## src/rtl/instr_encoder_loader.sv

```systemverilog
// Host-side program loader: packs symbolic instruction fields into 17-bit words and writes them to
// consecutive instruction-memory addresses, rejecting illegal opcodes and memory overflow.
module instr_encoder_loader #(
  parameter int unsigned ADDR_W = 8
) (
  input  logic              clk,
  input  logic              rst_n,
  input  logic              start,
  input  logic [ADDR_W-1:0] base_addr,
  input  logic              s_valid,
  output logic              s_ready,
  input  logic              s_last,
  input  logic [4:0]        s_opcode,
  input  logic [2:0]        s_da,
  input  logic [2:0]        s_aa,
  input  logic [2:0]        s_ba,
  input  logic [8:0]        s_imm,
  output logic              mem_we,
  output logic [ADDR_W-1:0] mem_addr,
  output logic [16:0]       mem_wdata,
  output logic              busy,
  output logic              done,
  output logic              err,
  output logic [1:0]        err_code,
  output logic [ADDR_W:0]   words_written
);

  typedef enum logic [2:0] {StIdle, StAccept, StWrite, StDone, StError} state_e;

  localparam logic [ADDR_W-1:0] AddrMax = '1;
  localparam logic [1:0] ErrIllegal  = 2'b01;
  localparam logic [1:0] ErrOverflow = 2'b10;

  state_e            state_q, state_d;
  logic [16:0]       enc_word;
  logic              enc_legal;
  logic              hs;
  logic              can_start;
  logic [ADDR_W-1:0] addr_q;
  logic [ADDR_W-1:0] waddr_q;
  logic [16:0]       wdata_q;
  logic              last_q;
  logic              err_q;
  logic [1:0]        err_code_q;
  logic [ADDR_W:0]   count_q;

  // Field packing; anything the decoder ignores for the opcode is forced to zero.
  always_comb begin
    enc_word  = '0;
    enc_legal = 1'b1;
    case (s_opcode)
      5'b00000: enc_word = '0;
      5'b00001, 5'b00100, 5'b00101, 5'b01110, 5'b10100:
        enc_word = {s_opcode, s_da, s_aa, s_ba, 3'b000};
      5'b10101:
        enc_word = {s_opcode, 3'b000, s_aa, s_ba, 3'b000};
      5'b00010, 5'b00011, 5'b01101:
        enc_word = {s_opcode, s_da, s_aa, s_imm[5:0]};
      5'b00110, 5'b00111, 5'b01001, 5'b01111, 5'b10001:
        enc_word = {s_opcode, s_da, s_aa, 6'b000000};
      5'b01000:
        enc_word = {s_opcode, 3'b000, s_aa, 6'b000000};
      5'b01011:
        enc_word = {s_opcode, 6'b000000, s_ba, 3'b000};
      5'b01010, 5'b10010, 5'b10011:
        enc_word = {s_opcode, 3'b000, s_imm};
      5'b01100:
        enc_word = {s_opcode, s_da, s_imm};
      default: enc_legal = 1'b0;
    endcase
  end

  assign hs        = s_valid && (state_q == StAccept);
  assign can_start = start && ((state_q == StIdle) || (state_q == StError));

  always_ff @(posedge clk or negedge rst_n) begin
    if (!rst_n) begin
      state_q <= StIdle;
    end else begin
      state_q <= state_d;
    end
  end

  always_comb begin
    state_d = state_q;
    case (state_q)
      StIdle:   if (start) state_d = StAccept;
      StAccept: if (s_valid) state_d = enc_legal ? StWrite : StError;
      StWrite: begin
        if (last_q) begin
          state_d = StDone;
        end else if (addr_q == AddrMax) begin
          state_d = StError;
        end else begin
          state_d = StAccept;
        end
      end
      StDone:   state_d = StIdle;
      StError:  if (start) state_d = StAccept;
      default:  state_d = StIdle;
    endcase
  end

  always_comb begin
    s_ready = (state_q == StAccept);
    mem_we  = (state_q == StWrite);
    busy    = (state_q == StAccept) || (state_q == StWrite);
    done    = (state_q == StDone);
  end

  always_ff @(posedge clk or negedge rst_n) begin
    if (!rst_n) begin
      addr_q     <= '0;
      waddr_q    <= '0;
      wdata_q    <= '0;
      last_q     <= 1'b0;
      err_q      <= 1'b0;
      err_code_q <= 2'b00;
      count_q    <= '0;
    end else begin
      if (can_start) begin
        addr_q     <= base_addr;
        count_q    <= '0;
        err_q      <= 1'b0;
        err_code_q <= 2'b00;
      end
      if (hs) begin
        if (enc_legal) begin
          waddr_q <= addr_q;
          wdata_q <= enc_word;
          last_q  <= s_last;
        end else begin
          err_q      <= 1'b1;
          err_code_q <= ErrIllegal;
        end
      end
      if (state_q == StWrite) begin
        count_q <= count_q + 1'b1;
        if (!last_q) begin
          // The top address is the last usable slot; never wrap back to zero.
          if (addr_q == AddrMax) begin
            err_q      <= 1'b1;
            err_code_q <= ErrOverflow;
          end else begin
            addr_q <= addr_q + 1'b1;
          end
        end
      end
    end
  end

  assign mem_addr      = waddr_q;
  assign mem_wdata     = wdata_q;
  assign err           = err_q;
  assign err_code      = err_code_q;
  assign words_written = count_q;

endmodule

```

## config.mk

```make
export PLATFORM = sky130hd
export DESIGN_NAME = instr_encoder_loader
export DESIGN_NICKNAME = d
export VERILOG_FILES = /design/src/rtl/instr_encoder_loader.sv
export SDC_FILE = /design/constraint.sdc
export NUM_CORES = 1
export LEC_CHECK = 0
export ABC_AREA = 1
export BUFFER_PORTS_ARGS = -buffer_cell sky130_fd_sc_hd__buf_2
export CORE_MARGIN = 8
export CORE_UTILIZATION = 53
export CTS_CLUSTER_DIAMETER = 50
export CTS_CLUSTER_SIZE = 25
export DETAILED_ROUTE_END_ITERATION = 8
export PLACE_DENSITY_LB_ADDON = 0.08
export SKIP_CTS_REPAIR_TIMING = 1
export SLEW_MARGIN = 40
export SYNTH_ARGS = -nofsm -noshare
export SYNTH_HDL_FRONTEND = slang
export SYNTH_SLANG_ARGS = --single-unit
```

## constraint.sdc

```tcl
create_clock -name clk -period 1.9 [get_ports clk]
set_input_delay 0 -clock clk [delete_from_list [all_inputs] [get_ports clk]]
set_output_delay 0 -clock clk [all_outputs]
set_load 0.005 [all_outputs]
```

; Word level (Yosys, flattened, before mapping)
; Index checks and enable logic that the tools add are counted.
[totals]
output_inout_bits = 41
ff_bits = 49
word_cells = 78
[classes]
n_reduce_logical = 15
n_mux = 26
n_addsub = 2
n_eq_ne = 27
[ops]
columns = operator, n
row1 = case mux 17 bit (8 select lines), 1
row2 = == test 5 x 4 -> 1 bit (second input constant), 8
row3 = two-way mux 8 bit, 4
row4 = == test 5 bit (second input constant), 5
row5 = OR reduction 21 bit, 1
row6 = == test 5 x 3 -> 1 bit (second input constant), 4
row7 = two-way mux 9 bit, 2
row8 = two-way mux 3 bit, 5
row9 = two-way mux 2 bit, 6
row10 = == test 5 x 2 -> 1 bit (second input constant), 2
row11 = OR reduction 5 bit, 2
row12 = adder 9 x 1 -> 9 bit (second input constant), 1
row13 = case mux 3 bit (3 select lines), 1
row14 = adder 8 x 1 -> 8 bit (second input constant), 1
row15 = == test 8 bit (second input constant), 1
row16 = two-way mux 1 bit, 7
row17 = == test 3 x 2 -> 1 bit (second input constant), 2
row18 = OR reduction 3 bit, 2
row19 = == test 5 x 1 -> 1 bit (second input constant), 1
row20 = logical NOT 5 bit, 1
row21 = AND reduction 2 bit, 2
row22 = == test 3 x 1 -> 1 bit (second input constant), 1
row23 = == test 3 bit (second input constant), 1
row24 = logical NOT 3 bit, 1
row25 = other kinds (6), 8

; Logic depth before layout (Yosys ltp)
[depth]
depth_word = 9
ltp_mapped = 14
depth_no_buf = 12

; Worst setup path before layout
; OpenSTA, ideal clock, no wires.
[synth_path]
kind = reg-to-reg
from = reg addr_q[1]
to = reg addr_q[1]
path_stages_with_launch = 10
t_required_ns = 1.818
arrival_ns = 1.517
setup_slack_ns = 0.301
n_path_buf = 1
period_less_slack_ns = 1.599
path_cell_list = dfrtp_1 ha_1 nand3_1 or2_1 nor2_1 nand2_1 nand2_1 buf_2 nor2_1 a31oi_1
[synth_between]
elab_chain_cells = 4
elab_cells_between_ends = 6
[synth_rtl]
columns = item, line_no
row1 = "start, declared", 39  ; logic [ADDR_W-1:0] addr_q;
row2 = "start signal, assigned", 122  ; addr_q <= base_addr;
row3 = "start signal, assigned", 145  ; addr_q <= addr_q + 1'b1;
row4 = "adder 8 x 1 -> 8 bit, or another cell as far along", 145
row5 = two-way mux 8 bit, 141  ; if (addr_q == AddrMax) begin
row6 = two-way mux 8 bit, 139  ; if (!last_q) begin
row7 = two-way mux 8 bit (*), 137  ; if (state_q == StWrite) begin
; Every way passes the cells marked *; elsewhere a longest branch is shown, timed or not.
; A chain may end at the register's enable or synchronous reset.

; Worst setup path in the final report
[layout_path]
from = reg addr_q[0]
to = reg addr_q[0]
; Same word-level chain as after synthesis.

==> reports/qor.yml <==
grt_util_met3_pct: 4.50
violations: "hold timing"
r2r-end: "addr_q[0]"
fmax_mhz: 590
wire_per_inst_um: 12.7
drt_iter0_drc: 139
setup_tns_ns: 0
cellPowerDensity_nw_per_um2: 1190
grt.total_usage_pct: 17.9
ys_ff_latch: 49
setup_slack_ns: 0.204
cts-root-buf: "clkbuf_8"
cts.sinks: 49
wl_mm: 6.87
place.gp.congestion: 0.953
path_depth: 10
path_buf_inv: 2
synth_fp_nets: 422
path_cells: "ha_1, nand3_1, or2_1, nor2_2, nand2_1, nand2_1, buf_4, o211ai_1, o21ai_1, inv_1"
ir_worst_vdd_v: 0.000931
floorplan.initialDensity_pct: 54.9
die_w_um: 89.0
dieArea_um2: 7920
rows: 26
fin_hold_ws_ns: -0.0173
holdPathStages: 3
clkLatencyLatePin_ns: 0.30
met1_usage_pct: 23.3
io_buffers: 76
stdcell_area_um2: 3450
endpoint: "addr_q[0]"
fp.dieH_um: 89.0
critPathRequiredTime_ns: 2.09
arrival_ns: 1.89
critical_path_class: "flop to flop"
startpoint: "addr_q[0]"
worst_pin_slew_ns: 0.354
place_hpwl_mm: 5.27
firstDrtPassIters: 5
final_cells: 541
crit_path_max_fanout: 6
cts_tree: "built"
area_growth_pct: 22.3
drive_gt1_share_pct: 25.3
grt_setup_unrepaired: "false"
nets: 508
antenna_found_initial: 0
regArea_um2: 1230
grt-ovfl-total: 0
final_cell_mix: "nand2_1 (135), buf_2 (76), dfrtp_1 (49)"
fillers: 474
min_path_type: "input pin to flop"
path_common_cell: "nand2_1"
reg2reg_from: "addr_q[0]"
finalHoldViolCount: 4
grt_use_met2_pct: 29.0
yosysUniqueCellTypes: 35
clock_path_buffers: 2
cts_made_buffers: 5
finalCritPeriodShare_pct: 89.3
final_common_cell: "nand2_1"
first_global_vias: 2553
busiest_layer: "met2"
multi_input_area_um2: 1350
dp_slack_ns: 0.188
skew_ns: 0.00728
clk_pin_slew_ns: 0.09
min_period_ns: 1.70
end_kind: "flop"
viasPerCell: 4.99
max_stage_delay_ns: 0.39
dpl_cell_area_um2: 3260
antenna_left: 0
place_inst: 526
htreeDepth: 2
setup_viol: 0
yosysWarnings: 0
via_count: 2701
ios: 77
p_leak_nw: 1.97
core_area_um2: 5140
relSlewSlack_pct: 76.4
syn-instance-count: 384
diodes: 0
reg2reg_slack_ns: 0.20
slew_violations: 0
cp_top_family: "simple AND/OR/NAND/NOR gates"
reg2reg_depth: 10
drv_cap: 0
status: "finished with violations"
crit_path_top_delay_cell: "dfrtp_1"
syn_avg_cell_area_um2: 7.35
start_kind: "flop"
synth-seq-area-share_pct: 43.4
netlist_area_um2: 2820
grt_first_pass_wirelength_mm: 11.4
grt_max_degree: 35
route.detailed.drc: 0
## metal layers
metal	share of wire [%]	vias to the layer above
met4	0.61	0
met1	46	1230
met5	0	-
li1	-	1396
met2	46	71
met3	7.2	4
## report_power, final
part / total (mW) / leakage, nW / switching (mW) / internal, mW
Combinational: 1.65 / 1.28 / 0.929 / 0.716
Clock: 0.771 / 0.0574 / 0.343 / 0.428
Sequential: 1.71 / 0.632 / 0.272 / 1.44
Total: 4.12 / 1.97 / 1.54 / 2.58
## final cells by class
type	count	share of cell area (%)
Multi-Input combinational cell	279	39.0
Inverter	44	4.78
Timing Repair Buffer	91	14.7
Tap cell	70	2.54
Clock inverter	2	1.09
Clock buffer	6	2.39
Sequential cell	49	35.5
## worst register-to-register path: stages, from the launching register on
cell and delay [ns]:
dfrtp_1 0.39, ha_1 0.20, nand3_1 0.11, or2_1 0.25, nor2_2 0.13, nand2_1 0.09
nand2_1 0.09, buf_4 0.14, o211ai_1 0.08, o21ai_1 0.08, inv_1 0.04
## synthesized netlist by cell type
master,instances,share of area [%]
nand2_1,135,18
dfrtp_1,49,43
inv_1,36,4.8
nor2_1,27,3.6
nand3_1,26,4.6
o21ai_0,22,3.9
a21oi_1,9,1.6
o21ai_1,9,1.6
inv_2,8,1.1
o21ai_2,6,1.9
nand4_1,5,1.1
nor2_2,5,1.1
buf_2,4,0.71
buf_6,4,1.6
o211ai_1,4,1.1
xor2_1,4,1.2
nor3_1,3,0.53
o31ai_1,3,0.80
buf_4,2,0.53
clkbuf_1,2,0.27
ha_1,2,0.89
nand2_4,2,0.80
nand3b_1,2,0.53
o21bai_1,2,0.53
o22ai_1,2,0.44
or2_1,2,0.44
a22o_1,1,0.31
a31oi_1,1,0.22
a32o_1,1,0.35
a41oi_1,1,0.31
nand2_2,1,0.22
nand3_2,1,0.35
nor3_2,1,0.35
nor3_4,1,0.58
xnor2_1,1,0.31
## through the flow
step / hold slack (ns) / util, % / power, mW
after floorplan: -0.296 / - / 2.73
after global placement: -0.0907 / 63.5 / 3.33
after detailed placement: -0.0901 / 63.5 / 3.36
after CTS: -0.417 / 65.8 / 4.14
after global routing: 0.00494 / 67.2 / 4.48
final: -0.0173 / 67.2 / 4.12
## state kept, by name, summed over array words and instances (netlist names)
name	count
err_code	2
mem_wdata	17
last_q	1
state_q	3
err	1
mem_addr	8
words_written	9
addr_q	8
## how the worst min path moves through the flow
stage | endpoint | from | slack [ns]
finish | addr_q[2] | base_addr[2] | -0.02
floorplan | addr_q[0] | rst_n | -0.30
global placement | mem_wdata[5] | rst_n | -0.09
detailed placement | mem_wdata[4] | rst_n | -0.09
CTS | mem_wdata[4] | rst_n | -0.42
global route | addr_q[3] | base_addr[3] | 0.005
## cell families (layout without fill, tap and decap cells)
family          Yosys count  after routing  share of synthesized area (%)
compound gates           61             61                           13.0
xor+xnor                  5              5                           1.55
fa+ha+maj                 2              2                          0.886
buf+inv                  56            143                           8.95
flops                    49             49                           43.4
simple gates            211            211                           32.2
Power figures use the tool's default switching activity.
